<file path="src/rtl/pe_row_feeder.sv">
// -----------------------------------------------------------------------------
// pe_row_feeder
//   Feeds the west/preload edge of a systolic PE array. One tile is K operand
//   vectors taken over a valid/ready stream, preceded by a single preload beat.
//   Every lane has its own register chain, so lane i lags lane 0 by i cycles
//   (the diagonal skew). The propagate flag flips once per tile, which makes
//   the PE double buffers swap on tile boundaries.
//
// Ports
//   clock                    rising-edge clock
//   reset_n                  asynchronous active-low reset
//   start                    begin a tile (sampled only in IDLE)
//   k_len                    number of vectors in the tile (captured with start)
//   d_data                   per-lane preload values (captured with start)
//   s_valid/s_ready/s_data   operand vector stream, lane i = s_data[i*DATA_W +: DATA_W]
//   io_in_a                  skewed operands to the array
//   io_in_d                  skewed preload (0 outside the preload beat)
//   io_in_control_propagate  skewed per-lane propagate flag
//   busy                     high in PRELOAD, STREAM and FLUSH
//   done                     one-cycle registered pulse in the first IDLE cycle
// -----------------------------------------------------------------------------
module pe_row_feeder #(
  parameter int LANES  = 4,
  parameter int DATA_W = 8,
  parameter int ACC_W  = 16,
  parameter int CNT_W  = 5
) (
  input  logic                    clock,
  input  logic                    reset_n,
  input  logic                    start,
  input  logic [CNT_W-1:0]        k_len,
  input  logic [LANES*ACC_W-1:0]  d_data,
  input  logic                    s_valid,
  output logic                    s_ready,
  input  logic [LANES*DATA_W-1:0] s_data,
  output logic [LANES*DATA_W-1:0] io_in_a,
  output logic [LANES*ACC_W-1:0]  io_in_d,
  output logic [LANES-1:0]        io_in_control_propagate,
  output logic                    busy,
  output logic                    done
);

  // Flush counter must hold LANES-2 (the last flush cycle index).
  localparam int FL_W = (LANES > 2) ? $clog2(LANES - 1) : 1;

  typedef enum logic [1:0] {
    S_IDLE,
    S_PRELOAD,
    S_STREAM,
    S_FLUSH
  } state_e;

  state_e                   state_q, state_d;
  logic [CNT_W-1:0]         cnt_q, cnt_d;
  logic [FL_W-1:0]          fl_q, fl_d;
  logic [CNT_W-1:0]         k_q, k_d;
  logic [LANES*ACC_W-1:0]   dl_q, dl_d;
  logic                     prop_q, prop_d;
  logic                     done_q, done_d;

  logic                     hs;
  logic [LANES*DATA_W-1:0]  a_in;
  logic [LANES*ACC_W-1:0]   d_in;

  assign s_ready = (state_q == S_STREAM) && (cnt_q < k_q);
  assign hs      = s_valid && s_ready;
  assign busy    = (state_q != S_IDLE);
  assign done    = done_q;

  // Skew-line stage 0 inputs. A bubble in STREAM becomes a zero vector, and the
  // propagate input uses the next flag value so the flip enters with the preload.
  assign a_in = hs ? s_data : '0;
  assign d_in = (state_q == S_PRELOAD) ? dl_q : '0;

  // ---------------------------------------------------------------------------
  // Next-state logic
  // ---------------------------------------------------------------------------
  always_comb begin
    // NOTE: every signal written here gets a default first, so no path can
    // leave one unassigned and infer a latch.
    state_d = state_q;
    cnt_d   = cnt_q;
    fl_d    = fl_q;
    k_d     = k_q;
    dl_d    = dl_q;
    prop_d  = prop_q;
    done_d  = 1'b0;

    unique case (state_q)
      S_IDLE: begin
        if (start && (k_len != '0)) begin
          state_d = S_PRELOAD;
          k_d     = k_len;
          dl_d    = d_data;
        end
      end
      S_PRELOAD: begin
        state_d = S_STREAM;
        cnt_d   = '0;
        prop_d  = ~prop_q;
      end
      S_STREAM: begin
        if (hs) begin
          cnt_d = cnt_q + 1'b1;
          if ((cnt_q + 1'b1) == k_q) begin
            state_d = S_FLUSH;
            fl_d    = '0;
          end
        end
      end
      S_FLUSH: begin
        if (fl_q == FL_W'(LANES - 2)) begin
          state_d = S_IDLE;
          done_d  = 1'b1;
        end else begin
          fl_d = fl_q + 1'b1;
        end
      end
      default: state_d = S_IDLE;
    endcase
  end

  // ---------------------------------------------------------------------------
  // Control registers
  // ---------------------------------------------------------------------------
  always_ff @(posedge clock or negedge reset_n) begin
    // NOTE: sequential state uses non-blocking assignments so every register
    // samples pre-edge values, independent of statement order.
    if (!reset_n) begin
      state_q <= S_IDLE;
      cnt_q   <= '0;
      fl_q    <= '0;
      k_q     <= '0;
      dl_q    <= '0;
      prop_q  <= 1'b0;
      done_q  <= 1'b0;
    end else begin
      state_q <= state_d;
      cnt_q   <= cnt_d;
      fl_q    <= fl_d;
      k_q     <= k_d;
      dl_q    <= dl_d;
      prop_q  <= prop_d;
      done_q  <= done_d;
    end
  end

  // ---------------------------------------------------------------------------
  // Skew line: lane g is a (g+1)-stage chain shifting every cycle.
  // ---------------------------------------------------------------------------
  for (genvar g = 0; g < LANES; g++) begin : g_lane
    logic [DATA_W-1:0] a_q [0:g];
    logic [ACC_W-1:0]  d_q [0:g];
    logic [g:0]        p_q;

    always_ff @(posedge clock or negedge reset_n) begin
      // NOTE: the skew stages are cleared on reset (unlike a RAM) because their
      // contents drive the array outputs directly and must read 0 in reset.
      if (!reset_n) begin
        for (int k = 0; k <= g; k++) begin
          a_q[k] <= '0;
          d_q[k] <= '0;
        end
        p_q <= '0;
      end else begin
        a_q[0] <= a_in[g*DATA_W +: DATA_W];
        d_q[0] <= d_in[g*ACC_W +: ACC_W];
        p_q[0] <= prop_d;
        for (int k = 1; k <= g; k++) begin
          a_q[k] <= a_q[k-1];
          d_q[k] <= d_q[k-1];
          p_q[k] <= p_q[k-1];
        end
      end
    end

    assign io_in_a[g*DATA_W +: DATA_W]  = a_q[g];
    assign io_in_d[g*ACC_W +: ACC_W]    = d_q[g];
    assign io_in_control_propagate[g]   = p_q[g];
  end

endmodule

</file>
<file path="config.mk">
export PLATFORM = sky130hd
export DESIGN_NAME = pe_row_feeder
export DESIGN_NICKNAME = d
export VERILOG_FILES = /design/src/rtl/pe_row_feeder.sv
export SDC_FILE = /design/constraint.sdc
export NUM_CORES = 1
export LEC_CHECK = 0
export CAP_MARGIN = 10
export CORE_MARGIN = 8
export CORE_UTILIZATION = 51
export DETAILED_ROUTE_END_ITERATION = 6
export HOLD_SLACK_MARGIN = 0.1
export PLACE_DENSITY = 0.85
export SYNTH_ARGS = -nofsm -noshare
export SYNTH_HDL_FRONTEND = slang
export SYNTH_SLANG_ARGS = --single-unit
</file>
<file path="constraint.sdc">
create_clock -name clock -period 2.9 [get_ports clock]
set_clock_uncertainty 0.05 [all_clocks]
set_input_delay 0.58 -clock clock [delete_from_list [all_inputs] [get_ports clock]]
set_output_delay 0.58 -clock clock [all_outputs]
set_load 0.02 [all_outputs]
</file>
==> results of run 1 <==
-- metrics by stage --
stage / power [mW] / hold WS (ns) / cell area (µm²) / utilization [%] / instances
finish: 14.4 / 0.291 / 13800 / 66.5 / 1122
global route: 15.1 / 0.298 / 13800 / 66.5 / 1122
CTS: 14.6 / 0.293 / 13800 / 66.5 / 1122
detailed placement: 10.0 / 0.285 / 12600 / 60.7 / 1060
global placement: 9.81 / 0.281 / 12600 / 60.7 / 1060
floorplan: 8.79 / 0.234 / 10700 / - / 657
-- routing by layer --
metal  GRT usage [%]  up-vias
met2            28.5      130
met3            4.58       35
met1            17.0     2629
li1                -     2379
met4            5.40        0
met5               0        -
-- worst max path at each step --
stage / endpoint / slack, ns / depth (start not counted)
3_5_place_dp: dl_q[31] / 0.14 / 6
3_3_place_gp: dl_q[55] / 0.14 / 6
2_1_floorplan: state_q[1] / 0.50 / 7
5_1_grt: s_ready / 0.14 / 5
6_report: s_ready / 0.20 / 5
4_1_cts: s_ready / 0.0006 / 5
-- where the power goes --
part | total, mW | internal, mW | switching, mW | leakage (nW)
clock network | 4.44 | 2.79 | 1.64 | 0.598
registers | 6.55 | 5.99 | 0.558 | 4.26
logic | 3.38 | 1.74 | 1.64 | 1.73
total | 14.4 | 10.5 | 3.84 | 6.58
-- state kept, by name (all words and copies together) (netlist names) --
register and count:
g_lane.d_q 112, dl_q 64, g_lane.a_q 56, io_in_d 48
io_in_a 24, cnt_q 5, k_q 5, g_lane.p_q 4
fl_q 2, state_q 2, done 1
-- kinds of logic after synthesis --
logic type               synth area share [%]
AO/OA/AOI/OAI                            1.69
buffers and inverters                    6.60
AND/OR/NAND/NOR                          6.72
XOR/XNOR                                0.492
multiplexers                             7.49
flip-flops                               75.7
adder cells (fa/ha/maj)                  1.29
-- worst reg2reg max path, cell delays in order, from the launching register on --
cell and delay [ns]:
dfrtp_1 0.44, ha_1 0.34, a21o_1 0.18, a211o_1 0.33, nor3b_4 0.24, a31oi_1 0.21, a221oi_2 0.28, mux2_1 0.35
-- layout by cell type, fill, tap and decap left out, types with 2 or more instances in the layout --
cell type,instances
clkbuf_8,8
inv_1,13
nor2b_1,2
nor3_1,2
nand3_1,3
o21ai_0,6
mux2_2,70
and2_1,96
bufinv_16,3
buf_4,8
xor2_1,4
nor2_1,6
ha_1,10
nand2_1,4
clkdlybuf4s50_1,205
clkinv_2,7
a211o_1,2
clkbuf_1,4
a21o_1,3
clkbuf_16,37
buf_12,5
xnor2_1,2
dfrtp_1,323
a22o_1,2
-- area by class of cell --
cell class / instances / area, µm²
sequential: 323 / 8080
fill: 1398 / 6950
timing repair buffer: 221 / 2240
multi-input combinational: 229 / 1890
clock buffer: 49 / 1050
tap: 275 / 344
clock inverter: 12 / 145
inverter: 13 / 48.8
-- synth_stat cells --
master and number:
o311ai_0 1, nand3_1 3, a2bb2oi_1 1, nor3_1 2, a221oi_2 1, ha_1 11, inv_1 13, mux2_1 1
a31oi_1 1, nor2b_1 2, nand2_1 4, o221ai_1 1, a22o_1 2, mux2_2 70, o21bai_1 1, o2111a_1 1
buf_4 78, nor3b_4 1, and3b_1 1, nor2_1 6, a211o_1 2, buf_6 2, o21ai_0 6, or4_1 1
clkbuf_1 10, o41ai_1 1, a21o_1 3, and2_1 96, o31ai_1 1, xor2_1 4, o21ai_1 1, dfrtp_1 323
buf_2 2, xnor2_1 2, a21oi_1 1, or2_1 1
-- what timing repair did --
action / 4_1_cts / 5_1_grt
hold buffers: 1 / 0
gates resized for setup: 1 / 2
pin swaps: 0 / 0
endpoints found under the hold margin: 64 / 0
endpoints found under the setup margin: 1 / 1
==> flow_summary.json, run 1 <==
{
  "outcome": "finished clean",
  "grt_pass1_wl_mm": 31.8,
  "reg2reg_depth": 7,
  "synth_cell_types": 36,
  "power_density_nw_per_um2": 1040,
  "layout-drive-gt1-share_pct": 17.2,
  "path_clk_slew_ns": 0.06,
  "antenna_found_initial": 0,
  "tightest_slew_ns": 0.576,
  "cts_root_buffer": "clkbuf_16",
  "row_count": 53,
  "crit_path_start_kind": "flop",
  "grt_pass1_vias": 5918,
  "cp_max_fo": 6,
  "clock-sinks": 323,
  "finalSetupViolations": 0,
  "vias": 5173,
  "path_delay_family": "compound AO/OA/AOI/OAI gates",
  "area_growth_pct": 29.3,
  "synth_warnings": 0,
  "initial_core_util_pct": 51.4,
  "grt-ovfl-total": 0,
  "max_slew_margin_pct": 61.6,
  "p_leak_nw": 6.58,
  "whs_endpoint": "g_lane[2].d_q[25]",
  "cp.buffers_inverters": 1,
  "synth_nets": 773,
  "critPathMaxStageDelay_ns": 0.44,
  "routed_wl_mm": 19.7,
  "ys_ff_latch": 323,
  "h-tree-depth": 2,
  "worstHoldStart": "g_lane[2].d_q[41]",
  "fin_crit_sh_pct": 93.1,
  "cts_max_path_buffers": 3,
  "die_x_um": 161,
  "whs_path_depth": 0,
  "top_layer_used": "met4",
  "tns_ns": 0,
  "setup.worst_path.end_class": "output pin",
  "die_height_um": 161,
  "drv_cap": 0,
  "maxSlewViolCount": 0,
  "vias_per_cell": 4.61,
  "synth_cells": 657,
  "cts_buffers": 34,
  "path_cells": "ha_1 -> a21o_1 -> a211o_1 -> nor2_1 -> clkbuf_2",
  "fmax_mhz": 370,
  "worstPathRequired_ns": 2.27,
  "placeableCoreArea_um2": 20800,
  "yosysSeqAreaShare_pct": 75.7,
  "ff2ff_setup_slack_ns": 0.36,
  "dr.pass1.iters": 4,
  "r2r-start": "cnt_q[3]",
  "fin_ws_ns": 0.200,
  "drc_errors": 0,
  "nNetsFinal": 938,
  "pin_count": 208,
  "post_cts_buffers": 0,
  "hp-class": "flop to flop",
  "ir_drop_v": 0.000596,
  "synth.avg_cell_area_um2": 16.2,
  "slowest_stage": "dfrtp_1",
  "synthTopCellsByArea": "dfrtp_1 (76%), mux2_2 (7.4%), and2_1 (5.6%)",
  "clk_latency_ns": 0.49,
  "yosysTopAreaCell": "dfrtp_1",
  "synth_top_area_share_pct": 75.7,
  "antennaDiodeCount": 0,
  "ant_nets": 0,
  "gp_congestion": 0.766,
  "routedWlPerCell_um": 17.5,
  "cts_tree": "built",
  "met2WireLength_mm": 10.9,
  "grt_max_degree": 76,
  "fin_crit_ns": 2.70,
  "initialDrtViolationCount": 270,
  "die-area_um2": 25800,
  "wl_met1_mm": 7.17,
  "rsz0062_at_grt": "false",
  "wl_met3_mm": 1.18,
  "hpwlAfterDp_mm": 13.4,
  "netlist_area_um2": 10700,
  "path_class": "flop to output pin",
  "portBuffers": 207,
  "critPathLaunch": "cnt_q[3]",
  "grt_usage_pct": 15.6,
  "finalHoldViolations": 0,
  "place_ws_ns": 0.139,
  "r2r_end": "state_q[1]",
  "worst_ep_arrival_time_ns": 2.07
}
Power figures use the tool's default switching activity.
==> run 2, diff against run 1 <==
--- a/config.mk
+++ b/config.mk
@@ -10,6 +10,7 @@
 export CORE_UTILIZATION = 51
 export DETAILED_ROUTE_END_ITERATION = 6
 export HOLD_SLACK_MARGIN = 0.1
+export MAX_ROUTING_LAYER = met4
 export PLACE_DENSITY = 0.85
 export SYNTH_ARGS = -nofsm -noshare
 export SYNTH_HDL_FRONTEND = slang
==> run 2 against run 1 <==
Sequential power about the same. Non-clock buffer count is the same. Count of clock-buffer cells in the layout unchanged. Critical endpoint unchanged. Critical path type unchanged. Total power barely moved. Routed wire length up 0.34%. Die area is the same. Setup slack lost 0.0042 ns.
==> flow_summary.json, run 2 (synthesis gave the netlist of run 1 again) <==
{
  "nNetsFinal": 938,
  "p_leak_nw": 6.58,
  "design_area_um2": 13800,
  "place_area_um2": 12600,
  "r2r-start": "cnt_q[3]",
  "cts_root_buffer": "clkbuf_16",
  "dp_cells": 1060,
  "finalSetupViolations": 0,
  "fin_ws_ns": 0.196,
  "fin_crit_ns": 2.70,
  "initialDrtViolationCount": 287,
  "hpwlAfterDp_mm": 13.4,
  "h-tree-depth": 2,
  "max_slew_margin_pct": 61.9,
  "drc_errors": 0,
  "worstPathRequired_ns": 2.27,
  "largest_register_ffs": 112,
  "gp_congestion": 0.776,
  "fmax_mhz": 370,
  "grt-ovfl-total": 0,
  "crit_path_start_kind": "flop",
  "die_x_um": 161,
  "whs_ns": 0.291,
  "ir_drop_v": 0.000596,
  "vias": 5194,
  "worstHoldStart": "g_lane[2].d_q[41]",
  "regMostFlops": "g_lane.d_q",
  "grt_pass1_wl_mm": 31.8,
  "r2r_end": "state_q[1]",
  "cp_max_fo": 6,
  "maxSlewViolCount": 0,
  "dr.pass1.iters": 4,
  "layout_top_registers": "g_lane.d_q: 112 flops, dl_q: 64 flops, g_lane.a_q: 56 flops",
  "whs_path_depth": 0,
  "reg2reg_depth": 7,
  "final_common_cell": "dfrtp_1",
  "setup.worst_path.end_class": "output pin",
  "finalHoldViolations": 0,
  "clock-sinks": 323,
  "worst_ep_arrival_time_ns": 2.07,
  "area_growth_pct": 29.3,
  "fin_util_pct": 66.5,
  "most-common-layout-cells": "dfrtp_1 (323), clkdlybuf4s50_1 (205), and2_1 (96)",
  "tightest_slew_ns": 0.571,
  "row_count": 53,
  "layout-drive-gt1-share_pct": 17.2,
  "vias_per_cell": 4.63,
  "cts_max_path_buffers": 3,
  "hp-class": "flop to flop",
  "fin_cells": 1122,
  "whs_endpoint": "g_lane[2].d_q[25]",
  "routed_wl_mm": 19.8,
  "cts_buffers": 34,
  "ff2ff_setup_slack_ns": 0.35,
  "placeableCoreArea_um2": 20800,
  "power_density_nw_per_um2": 1040,
  "grt_pass1_vias": 5934,
  "rsz0062_at_grt": "false",
  "drv_cap": 0,
  "ant_nets": 0,
  "initial_core_util_pct": 51.4,
  "die-area_um2": 25800,
  "tns_ns": 0,
  "grt_max_degree": 76,
  "pin_count": 208,
  "routedWlPerCell_um": 17.6,
  "grt_usage_pct": 16.1,
  "fin_crit_sh_pct": 93.3,
  "outcome": "finished clean",
  "die_height_um": 161,
  "antennaDiodeCount": 0,
  "place_ws_ns": 0.139,
  "fillers": 1398,
  "clk_latency_ns": 0.49,
  "post_cts_buffers": 0,
  "path_clk_slew_ns": 0.06,
  "antenna_found_initial": 0,
  "cts_tree": "built",
  "path_class": "flop to output pin",
  "portBuffers": 207,
  "p_total_mw": 14.4
}
[run 2: worst max-delay path by stage]
stage / start / to / cells after the start
2_1_floorplan: cnt_q[3] / state_q[1] / 7
3_3_place_gp: k_len[0] / dl_q[55] / 6
3_5_place_dp: k_len[0] / dl_q[31] / 6
4_1_cts: cnt_q[3] / s_ready / 5
5_1_grt: cnt_q[3] / s_ready / 5
6_report: cnt_q[3] / s_ready / 5
[run 2: what timing repair did]
action	CTS	global route
resized for setup	1	2
endpoints found under the setup margin	1	1
hold buffers	1	0
hold endpoints to repair	64	0
pin swaps	0	0
[run 2: power by group]
part	total, mW	internal, mW	switching [mW]
Combinational	3.39	1.74	1.64
Sequential	6.55	5.99	0.560
Clock	4.43	2.79	1.64
[run 2: routing by layer]
metal,vias up,part of all wire (%),track usage (%),routed length (µm)
met5,-,0,-,0
met4,0,2.3,5.40,450
met3,34,6.1,4.66,1210
met2,126,55,28.4,10900
met1,2652,37,17.0,7210
li1,2382,-,-,-
[run 2: cell type report]
class | instances | area [µm²] | area share, %
clock buffer | 49 | 1050 | 7.61
multi-input combinational | 229 | 1890 | 13.7
tap | 275 | 344 | 2.49
clock inverter | 12 | 145 | 1.05
inverter | 13 | 48.8 | 0.353
timing repair buffer | 221 | 2240 | 16.2
sequential | 323 | 8080 | 58.5
[run 2: critical path, stage by stage, from the launching register on]
cell and delay, ns:
dfrtp_1 0.44, ha_1 0.34, a21o_1 0.18, a211o_1 0.33, nor2_1 0.11, clkbuf_2 0.19
==> run 3, diff against run 2 <==
--- a/config.mk
+++ b/config.mk
@@ -5,7 +5,7 @@
 export SDC_FILE = /design/constraint.sdc
 export NUM_CORES = 1
 export LEC_CHECK = 0
-export CAP_MARGIN = 10
+export CAP_MARGIN = 20
 export CORE_MARGIN = 8
 export CORE_UTILIZATION = 51
 export DETAILED_ROUTE_END_ITERATION = 6
==> results of run 3 <==
Same layout as run 2: the final DEF is identical, and so are final timing and power.
